<file path="config.mk">
export PLATFORM = sky130hd
export DESIGN_NAME = ucie_ctl_phy_tx_datapath
export DESIGN_NICKNAME = d
export VERILOG_FILES = /design/src/rtl/ucie_ctl_phy_tx_datapath.sv
export SDC_FILE = /design/constraint.sdc
export NUM_CORES = 1
export LEC_CHECK = 0
export CORE_MARGIN = 2
export CORE_UTILIZATION = 49
export CTS_CLUSTER_DIAMETER = 30
export DETAILED_ROUTE_END_ITERATION = 8
export MAX_ROUTING_LAYER = met4
export PLACE_DENSITY = 0.83
export SYNTH_ARGS = -nofsm -noshare
export SYNTH_HDL_FRONTEND = slang
export SYNTH_SLANG_ARGS = --single-unit
</file>
<file path="constraint.sdc">
create_clock -name i_clk -period 10.2 [get_ports i_clk]
set_input_delay 2.04 -clock i_clk [delete_from_list [all_inputs] [get_ports i_clk]]
set_output_delay 2.04 -clock i_clk [all_outputs]
set_load 0.01 [all_outputs]
</file>
<file path="src/rtl/ucie_ctl_phy_tx_datapath.sv">
// ucie_ctl_phy_tx_datapath: RDI mainband TX path, adapter words -> FIFO -> partner RX, gated by RDI state
// Ports: i_clk/i_rst (async, active-high); i_rdi_pl_state_sts RDI state; i_rdi_lp_irdy/i_rdi_lp_valid/
//   i_rdi_lp_data with o_rdi_pl_trdy adapter handshake; i_link_ready partner RX ready; i_phy_req_data_error
//   corrupt-next-word pulse; o_data_sent/o_data_valid word out; o_fifo_empty; o_tx_count sent words.
module ucie_ctl_phy_tx_datapath #(
    parameter int NBYTES     = 8,
    parameter int FIFO_DEPTH = 4,
    parameter int CNT_W      = 16
) (
    input  logic                  i_clk,
    input  logic                  i_rst,
    input  logic [3:0]            i_rdi_pl_state_sts,
    input  logic                  i_rdi_lp_irdy,
    input  logic                  i_rdi_lp_valid,
    input  logic [NBYTES*8-1:0]   i_rdi_lp_data,
    output logic                  o_rdi_pl_trdy,
    input  logic                  i_link_ready,
    input  logic                  i_phy_req_data_error,
    output logic [NBYTES*8-1:0]   o_data_sent,
    output logic                  o_data_valid,
    output logic                  o_fifo_empty,
    output logic [CNT_W-1:0]      o_tx_count
);
    localparam int DW = NBYTES * 8;
    localparam int AW = $clog2(FIFO_DEPTH);
    localparam int OW = AW + 1;
    typedef enum logic [1:0] {IDLE, ACTIVE, DRAIN} state_t;
    state_t state, state_nxt;
    logic [DW-1:0] mem [FIFO_DEPTH];
    logic [AW-1:0] wr_ptr, rd_ptr;
    logic [OW-1:0] occ;
    logic err_flag, full, empty, push, pop, flush, corrupt;
    logic sts_act, sts_stop, sts_kill;
    assign sts_act  = i_rdi_pl_state_sts == 4'b0001;
    assign sts_stop = i_rdi_pl_state_sts == 4'b1011 || i_rdi_pl_state_sts == 4'b0000;
    assign sts_kill = i_rdi_pl_state_sts inside {4'b1001, 4'b1010, 4'b1100};
    assign flush    = state != IDLE && sts_kill;
    assign empty    = occ == '0;
    assign full     = occ == OW'(FIFO_DEPTH);
    assign push     = o_rdi_pl_trdy && i_rdi_lp_irdy && i_rdi_lp_valid;
    // a flushing cycle sends nothing: the queued words are being discarded
    assign pop      = state != IDLE && !empty && i_link_ready && !flush;
    assign corrupt  = pop && (err_flag || i_phy_req_data_error);
    assign o_fifo_empty = empty;
    always_ff @(posedge i_clk or posedge i_rst)
        if (i_rst) state <= IDLE;
        else       state <= state_nxt;
    always_comb begin
        state_nxt = state;
        case (state)
            IDLE:    state_nxt = sts_act ? ACTIVE : IDLE;
            ACTIVE:  state_nxt = sts_kill ? IDLE : sts_stop ? DRAIN : ACTIVE;
            DRAIN:   state_nxt = sts_kill ? IDLE : sts_act ? ACTIVE : empty ? IDLE : DRAIN;
            default: state_nxt = IDLE;
        endcase
    end
    // registered state and occupancy only, so trdy never depends on lp_* this cycle
    always_comb o_rdi_pl_trdy = state == ACTIVE && !full;
    always_ff @(posedge i_clk)
        if (push) mem[wr_ptr] <= i_rdi_lp_data;
    always_ff @(posedge i_clk or posedge i_rst)
        if (i_rst) begin
            occ          <= '0;
            wr_ptr       <= '0;
            rd_ptr       <= '0;
            err_flag     <= 1'b0;
            o_data_sent  <= '0;
            o_data_valid <= 1'b0;
            o_tx_count   <= '0;
        end else begin
            if (flush) begin
                occ    <= '0;
                wr_ptr <= '0;
                rd_ptr <= '0;
            end else begin
                occ    <= occ + OW'(push) - OW'(pop);
                wr_ptr <= wr_ptr + AW'(push);
                rd_ptr <= rd_ptr + AW'(pop);
            end
            // the request is consumed by the pop it coincides with, otherwise it waits
            err_flag     <= pop ? 1'b0 : err_flag || i_phy_req_data_error;
            o_data_valid <= pop;
            if (pop) begin
                o_data_sent <= mem[rd_ptr] ^ DW'(corrupt);
                o_tx_count  <= o_tx_count + 1'b1;
            end
        end
endmodule

</file>
==> flow_summary.yaml, run 1 <==
timing:
  period_needed_ns: 5.03
  slew_viol_final: 0
  maxSlewHeadroom_pct: 25.2
  tightest_slew_ns: 1.11
  hold-worst-slack_ns: 0.474
  timing.setup.tns_ns: 0
  fmax_mhz: 199
  setup-violations-final: 0
  final.period_utilization_pct: 49.3
  rsz0062_at_grt: "false"
  hold_viol_final: 0
  skew_ns: 0.0181
power:
  cellLeakagePower_nw: 6.11
  ir_drop_v: 0.000197
  power_frac_clock_pct: 43.8
  pwr-share-seq_pct: 37.4
  power.switching_mw: 1.26
  p_sw_share_pct: 25.1
  p_int_mw: 3.77
  power_density_nw_per_um2: 291
  power_frac_comb_pct: 18.8
worst_setup_path:
  worstSetupEndpointType: "flop"
  critPathLaunch: "i_rdi_pl_state_sts[2]"
  r2r_start: "occ[1]"
  critPathLaunchType: "input pin"
  r2r_setup_slack_ns: 7.33
  cp.arrival_ns: 5.43
  required_ns: 10.60
  crit_type: "in2reg"
  cp_max_fo: 38
clock_tree:
  cts_made_buffers: 68
  cts_hold_buffers: 0
  clockRootBuffer: "clkbuf_16"
  clkSinkCount: 347
  clk_pin_slew_ns: 0.04
  cts_resized: 0
  htree_num_levels: 3
  ctsLongestPathBuffers: 3
  cts_setup_buffers: 0
  cts_tree: "yes"
  clk-insertion-delay-late_ns: 0.55
synth:
  synth_warnings: 0
  syn_area_um2: 13000
  synth_fa_ha_area_share_pct: 0.634
  synth_area_leaders: "edfxtp_1 (59%), dfrtp_1 (17%), mux4_2 (11%), mux2_2 (4.2%), mux2_4 (2.0%)"
  syn_avg_cell_area_um2: 21.8
  synth_top_family_by_area: "multiplexers"
  synth-simple-area-share_pct: 2.41
  syn_inst: 597
  yosysUniqueCellTypes: 36
  synthMuxAreaShare_pct: 17.2
  synthXorXnorAreaFrac_pct: 1.48
  ys_ff_latch: 347
  synth_nets: 677
  yosysTopAreaCell: "edfxtp_1"
  synth-seq-area-share_pct: 76.6
  synth_compound_area_share_pct: 0.490
  synth_top_area_share_pct: 59.1
routing:
  avgViaCountPerCell: 5.39
  drt_first_pass_iters: 7
  wire_per_inst_um: 21.1
  drcViolationCount: 0
  postRouteAntennaNets: 0
  vias: 6472
  drtIter0Drc: 316
  wl_mm: 25.4
grt:
  grt_pass1_wl_mm: 40.2
  grtUsageTotal_pct: 19.4
  grt.overflow.total: 0
  antenna_found_initial: 2
  grt_pass1_vias: 7273
  grt_max_degree: 66
min_path:
  hp-class: "reg2reg"
  hp-start: "o_tx_count[15]"
floorplanning:
  rows: 59
  pin_count: 157
  die_x_um: 167
  core_um2: 26100
  die_h_um: 167
  die_area_um2: 27900
  initial_core_util_pct: 49.9
place:
  io_buffers: 156
  gp_congestion: 0.756
  hpwlAfterDp_mm: 14.0
cells_and_area:
  nets: 888
  layout_common_cells: "edfxtp_1 (256), clkdlybuf4s50_1 (156), dfrtp_1 (89), clkbuf_16 (68), mux4_2 (64)"
  drive_gt1_share_pct: 30.4
  area_growth_pct: 32.8
  final_common_cell: "edfxtp_1"
status:
  status: "finished, final reports clean"
run:
  cap_violations: 0
logic make-up after synthesis:
group           count (synthesis)
compound gates                  9
xor+xnor                       22
fa+ha+maj                       6
buf+inv                        29
flops                         347
mux                           129
simple gates                   55
Yosys cell counts:
| library cell | instances |
|---|---|
| nor4b_1 | 1 |
| buf_6 | 5 |
| nor3b_1 | 2 |
| or4b_2 | 1 |
| mux2_4 | 17 |
| xnor2_1 | 19 |
| o21ai_0 | 3 |
| dfrtp_1 | 91 |
| buf_2 | 11 |
| nor2_1 | 12 |
| a21oi_1 | 2 |
| nor2b_1 | 4 |
| a32o_1 | 1 |
| o211ai_2 | 1 |
| nand4_1 | 8 |
| or4_1 | 1 |
| o31ai_1 | 1 |
| inv_1 | 5 |
| nor3_2 | 1 |
| nor4bb_1 | 1 |
| mux2_2 | 48 |
| nor3_1 | 3 |
| xor2_1 | 3 |
| mux4_2 | 64 |
| and4_1 | 1 |
| nand2b_1 | 2 |
| fa_1 | 1 |
| ha_1 | 5 |
| edfxtp_1 | 256 |
| nand2_1 | 2 |
| and3_1 | 3 |
| nand3b_1 | 1 |
| clkbuf_1 | 8 |
| and2_1 | 2 |
| nand3_1 | 10 |
| o41ai_1 | 1 |
worst max-delay path, cell delays in order:
cell,delay (ns)
clkdlybuf4s50_1,0.54
xor2_1,0.21
o211ai_2,0.55
and2_4,0.66
ha_1,0.34
inv_1,0.08
ha_1,0.16
inv_1,0.05
fa_1,0.39
xor2_1,0.21
xnor2_1,0.14
nor2_1,0.06
flip-flops by register name (all words and copies together) (netlist names):
signal and flops:
occ 3, o_data_valid 1, state 2, o_data_sent 64
mem 256, rd_ptr 2, wr_ptr 2, o_tx_count 16
err_flag 1
power by group through the flow:
stage	clock network, mW	registers, mW	logic, mW
after floorplan	0	1.87	0.535
after global placement	0	1.91	0.923
after detailed placement	0	1.91	0.947
after CTS	2.24	1.89	0.961
after global routing	2.32	1.91	1.01
final	2.20	1.88	0.944
layout make-up:
type                    count  area [µm²]
repair buffers            165        1630
flip-flops and latches    347        9970
fillers                  1682        8780
multi-input cells         221        2910
well taps                 335         419
diodes                      2        5.00
inverters                   5        21.3
clock buffers              78        1750
clock inverters            48         574
worst paths after layout:
kind                       cells after the start              end
hold / removal                                 1   o_tx_count[15]
setup reg to reg                              11           occ[2]
max in group asynchronous                      3        rd_ptr[0]
min in group asynchronous                      2  o_data_sent[36]
hold reg to reg                                1   o_tx_count[15]
setup / recovery                              12           occ[2]
stage by stage:
stage                     utilization, %  power (mW)  worst slack (ns)  cell area, µm²  instances
after global placement              57.4        2.83              4.83           15000       1073
after floorplan                        -        2.41              2.70           13000        597
after global routing                66.3        5.24              5.02           17300       1201
after detailed placement            57.4        2.85              4.72           15000       1073
final                               66.3        5.03              5.17           17300       1201
after CTS                           66.3        5.09              5.15           17300       1199
per-layer routing:
| metal | global-route usage [%] | vias to the layer above | wire length, µm |
|---|---|---|---|
| met5 | - | - | 0 |
| met4 | 6.93 | 0 | 456 |
| met3 | 4.66 | 43 | 1230 |
| met2 | 32.3 | 192 | 13100 |
| met1 | 23.1 | 3381 | 10600 |
| li1 | - | 2856 | - |
(Power assumes the default switching activity.)
==> run 2, diff against run 1 <==
- PLACE_DENSITY: 0.83 -> 0.85
- clock period: 10.2 -> 4.6 ns (I/O delays scaled with it)
==> flow_summary.yaml, run 2 (same netlist as run 1, synthesis figures left out) <==
grt:
  grt_max_degree: 70
  grt.overflow.total: 0
  antenna_found_initial: 1
  grt_pass1_wl_mm: 39.3
  grt_pass1_vias: 7143
  grtUsageTotal_pct: 18.8
routing:
  postRouteAntennaNets: 0
  wl_mm: 25.0
  wire_per_inst_um: 20.9
  drcViolationCount: 0
  drt_first_pass_iters: 4
  drtIter0Drc: 360
  vias: 6468
  avgViaCountPerCell: 5.41
power:
  power.switching_mw: 2.72
  cellLeakagePower_nw: 6.08
  power_frac_comb_pct: 18.5
  p_sw_share_pct: 24.6
  p_int_mw: 8.33
  ir_drop_v: 0.000466
  power_frac_clock_pct: 43.2
  p_total_mw: 11.0
  pwr-share-seq_pct: 38.3
  power_density_nw_per_um2: 641
cells_and_area:
  largest_register_ffs: 256
  layout_common_cells: "edfxtp_1 (256), clkdlybuf4s50_1 (156), dfrtp_1 (89), clkbuf_16 (67), mux4_2 (64)"
  fillers: 1653
  final_common_cell: "edfxtp_1"
  regMostFlops: "mem"
  area_growth_pct: 32.5
  nets: 889
  final_core_util_pct: 66.2
  reg_top3: "mem (256), o_data_sent (64), o_tx_count (16)"
  drive_gt1_share_pct: 30.3
timing:
  fmax_mhz: 303
  rsz0062_at_grt: "false"
  skew_ns: 0.0233
  slew_viol_final: 0
  tightest_slew_ns: 1.12
  final.period_utilization_pct: 71.7
  period_needed_ns: 3.30
  hold_viol_final: 0
  setup-violations-final: 0
  timing.setup.tns_ns: 0
  maxSlewHeadroom_pct: 24.3
worst_setup_path:
  crit_type: "in2reg"
  r2r_cells: 5
  cp.arrival_ns: 3.69
  required_ns: 4.99
  cp_max_fo: 16
  worstSetupEndpointType: "flop"
  critPathLaunchType: "input pin"
run:
  cap_violations: 0
floorplanning:
  die_h_um: 167
  pin_count: 157
  die_x_um: 167
  die_area_um2: 27900
  core_um2: 26100
  initial_core_util_pct: 49.9
  rows: 59
place:
  hpwlAfterDp_mm: 13.4
  gp_congestion: 0.753
  io_buffers: 156
clock_tree:
  ctsLongestPathBuffers: 3
  htree_num_levels: 3
  clockRootBuffer: "clkbuf_16"
  cts_setup_buffers: 0
  clkSinkCount: 347
  cts_tree: "yes"
  clk_pin_slew_ns: 0.05
  cts_resized: 0
  cts_hold_buffers: 0
  cts_made_buffers: 67
  clk-insertion-delay-late_ns: 0.53
status:
  status: "finished, final reports clean"
min_path:
  min_path_cells: 2
  hp-class: "reg2reg"
## run 2: layer usage
| metal | track usage (%) | vias to the layer above | routed length, µm |
|---|---|---|---|
| li1 | - | 2846 | - |
| met1 | 23.0 | 3373 | 10300 |
| met2 | 31.1 | 200 | 12800 |
| met3 | 3.90 | 49 | 1250 |
| met4 | 7.46 | 0 | 636 |
| met5 | - | - | 0 |
## run 2: cell type report
type                       count  area [µm²]  area share (%)
sequential                   347        9970            57.8
multi-input combinational    221        2930            17.0
clock buffer                  72        1710            9.89
timing repair buffer         167        1660            9.61
clock inverter                48         537            3.11
tap                          335         419            2.43
inverter                       5        21.3           0.123
antenna                        1        2.50          0.0145
## run 2: worst max-delay path: stages
cell,delay [ns]
clkdlybuf4s50_1,0.53
xor2_1,0.20
o211ai_2,0.54
and2_4,0.29
ha_1,0.23
inv_1,0.06
ha_1,0.13
inv_1,0.05
fa_1,0.37
xor2_1,0.16
xnor2_1,0.15
nor2_1,0.06
## run 2: power groups by stage
stage	Combinational, mW	Sequential [mW]	Clock [mW]
3_5_place_dp	2.05	4.29	0
4_1_cts	2.07	4.25	4.85
2_1_floorplan	1.19	4.15	0
6_report	2.04	4.23	4.77
5_1_grt	2.17	4.31	5.01
3_3_place_gp	2.00	4.29	0
## run 2: through the flow
step	area (µm²)	cells	hold slack (ns)	setup slack, ns
floorplan	13000	597	0.457	0.439
global placement	15000	1075	0.463	0.872
detailed placement	15000	1075	0.482	0.797
CTS	17200	1195	0.492	1.33
global route	17200	1196	0.528	1.16
finish	17200	1196	0.484	1.30
## run 2: worst paths after layout
check                                      startpoint  slack [ns]               to
worst max-delay path            i_rdi_pl_state_sts[2]        1.30           occ[2]
min in group asynchronous                       i_rst        0.92  o_data_sent[42]
worst max register to register               state[1]        1.88       mem[3][33]
worst min-delay path                         err_flag        0.48         err_flag
worst min register to register               err_flag        0.48         err_flag
max in group asynchronous                       i_rst        2.80  o_data_sent[31]
==> run 3, diff against run 2 <==
- clock period: 4.6 -> 3 ns (I/O delays scaled with it)
==> flow_summary.yaml, run 3 (same netlist as run 1, synthesis figures left out) <==
status:
  status: "finished, final reports clean"
floorplanning:
  die_area_um2: 27900
  rows: 59
  pin_count: 157
  initial_core_util_pct: 49.9
  core_um2: 26100
  die_x_um: 167
  die_h_um: 167
clock_tree:
  cts_tree: "yes"
  clockRootBuffer: "clkbuf_16"
  cts_resized: 0
  ctsLongestPathBuffers: 3
  cts_made_buffers: 60
  clk-insertion-delay-late_ns: 0.54
  cts_setup_buffers: 0
  htree_num_levels: 2
  clkSinkCount: 347
  clk_pin_slew_ns: 0.05
  cts_hold_buffers: 0
timing:
  final.period_utilization_pct: 84.9
  hold_viol_final: 0
  rsz0062_at_grt: "false"
  fmax_mhz: 393
  slew_viol_final: 0
  tightest_slew_ns: 0.562
  maxSlewHeadroom_pct: 62.6
  fin_ws_ns: 0.453
  setup-violations-final: 0
  period_needed_ns: 2.55
  skew_ns: 0.0112
routing:
  drt_first_pass_iters: 5
  wl_mm: 25.6
  drcViolationCount: 0
  wire_per_inst_um: 21.3
  avgViaCountPerCell: 5.46
  postRouteAntennaNets: 0
  drtIter0Drc: 364
  vias: 6548
cells_and_area:
  final_common_cell: "edfxtp_1"
  nets: 894
  largest_register_ffs: 256
  final_core_util_pct: 66.2
  drive_gt1_share_pct: 30.2
  reg_top3: "mem (256), o_data_sent (64), o_tx_count (16)"
  area_growth_pct: 32.5
  layout_common_cells: "edfxtp_1 (256), clkdlybuf4s50_1 (156), dfrtp_1 (89), mux4_2 (64), clkbuf_16 (61)"
  fillers: 1727
  regMostFlops: "mem"
grt:
  grt_max_degree: 59
  grt_pass1_vias: 7267
  antenna_found_initial: 1
  grt_pass1_wl_mm: 40.0
  grtUsageTotal_pct: 19.2
  grt.overflow.total: 0
place:
  io_buffers: 156
  hpwlAfterDp_mm: 14.9
  gp_congestion: 0.744
  place_ws_ns: -0.00876
worst_setup_path:
  crit_type: "reg2out"
  r2r_cells: 11
  cp.arrival_ns: 1.95
  worstSetupEndpointType: "output port"
  required_ns: 2.40
  critPathLaunchType: "flop"
  r2r_setup_slack_ns: 0.50
  cp_max_fo: 5
  r2r_start: "occ[1]"
  worstReg2RegEnd: "occ[2]"
power:
  power_density_nw_per_um2: 948
  power_frac_comb_pct: 20.9
  pwr-share-seq_pct: 38.8
  p_sw_share_pct: 24.6
  ir_drop_v: 0.000618
  power_frac_clock_pct: 40.3
  p_int_mw: 12.3
  power.switching_mw: 4.02
  cellLeakagePower_nw: 6.06
min_path:
  hp-class: "in2async"
run:
  cap_violations: 0
## run 3: layer usage
| layer | vias up | GRT usage (%) | share of wire, % | wire (µm) |
|---|---|---|---|---|
| met2 | 216 | 32.5 | 53 | 13500 |
| met4 | 0 | 5.62 | 2.1 | 544 |
| li1 | 2877 | - | - | - |
| met1 | 3401 | 23.2 | 40 | 10200 |
| met3 | 54 | 4.30 | 5.4 | 1390 |
| met5 | - | - | 0 | 0 |
## run 3: per-stage QoR
stage	cells	TNS, ns	total power, mW	instance area [µm²]	hold slack (ns)
floorplan	597	0	8.22	13100	0.457
global placement	1087	0	9.74	15200	0.459
detailed placement	1087	-0.00876	9.86	15200	0.471
CTS	1199	0	16.6	17200	0.470
global route	1200	0	17.0	17300	0.486
finish	1200	0	16.3	17300	0.469
## run 3: critical path, cell delays in order (launching register included)
cell and delay (ns):
dfrtp_1 0.44, nor3_2 0.36, clkdlybuf4s50_1 0.61
## run 3: how the worst max path moves through the flow
stage	start	to	slack (ns)	cells after the start
after floorplan	state[1]	mem[2][0]	0.0006	4
after global placement	i_rdi_pl_state_sts[0]	occ[2]	0.09	12
after detailed placement	i_rdi_pl_state_sts[2]	occ[2]	-0.009	12
after CTS	occ[1]	o_fifo_empty	0.43	2
after global routing	occ[1]	occ[2]	0.28	11
final	occ[1]	o_fifo_empty	0.45	2
## run 3: area by class of cell
class                      count  area (µm²)  area share [%]
tap                          335         419            2.43
timing repair buffer         179        1860            10.8
clock buffer                  75        1610            9.33
clock inverter                37         404            2.34
sequential                   347        9970            57.8
inverter                       5        21.3           0.123
multi-input combinational    221        2960            17.2
antenna                        1        2.50          0.0145
## run 3: power by group through the flow
stage / clock network [mW] / registers (mW) / logic [mW]
3_5_place_dp: 0 / 6.42 / 3.43
2_1_floorplan: 0 / 6.38 / 1.84
6_report: 6.59 / 6.34 / 3.41
4_1_cts: 6.73 / 6.36 / 3.47
3_3_place_gp: 0 / 6.40 / 3.33
5_1_grt: 6.94 / 6.43 / 3.63
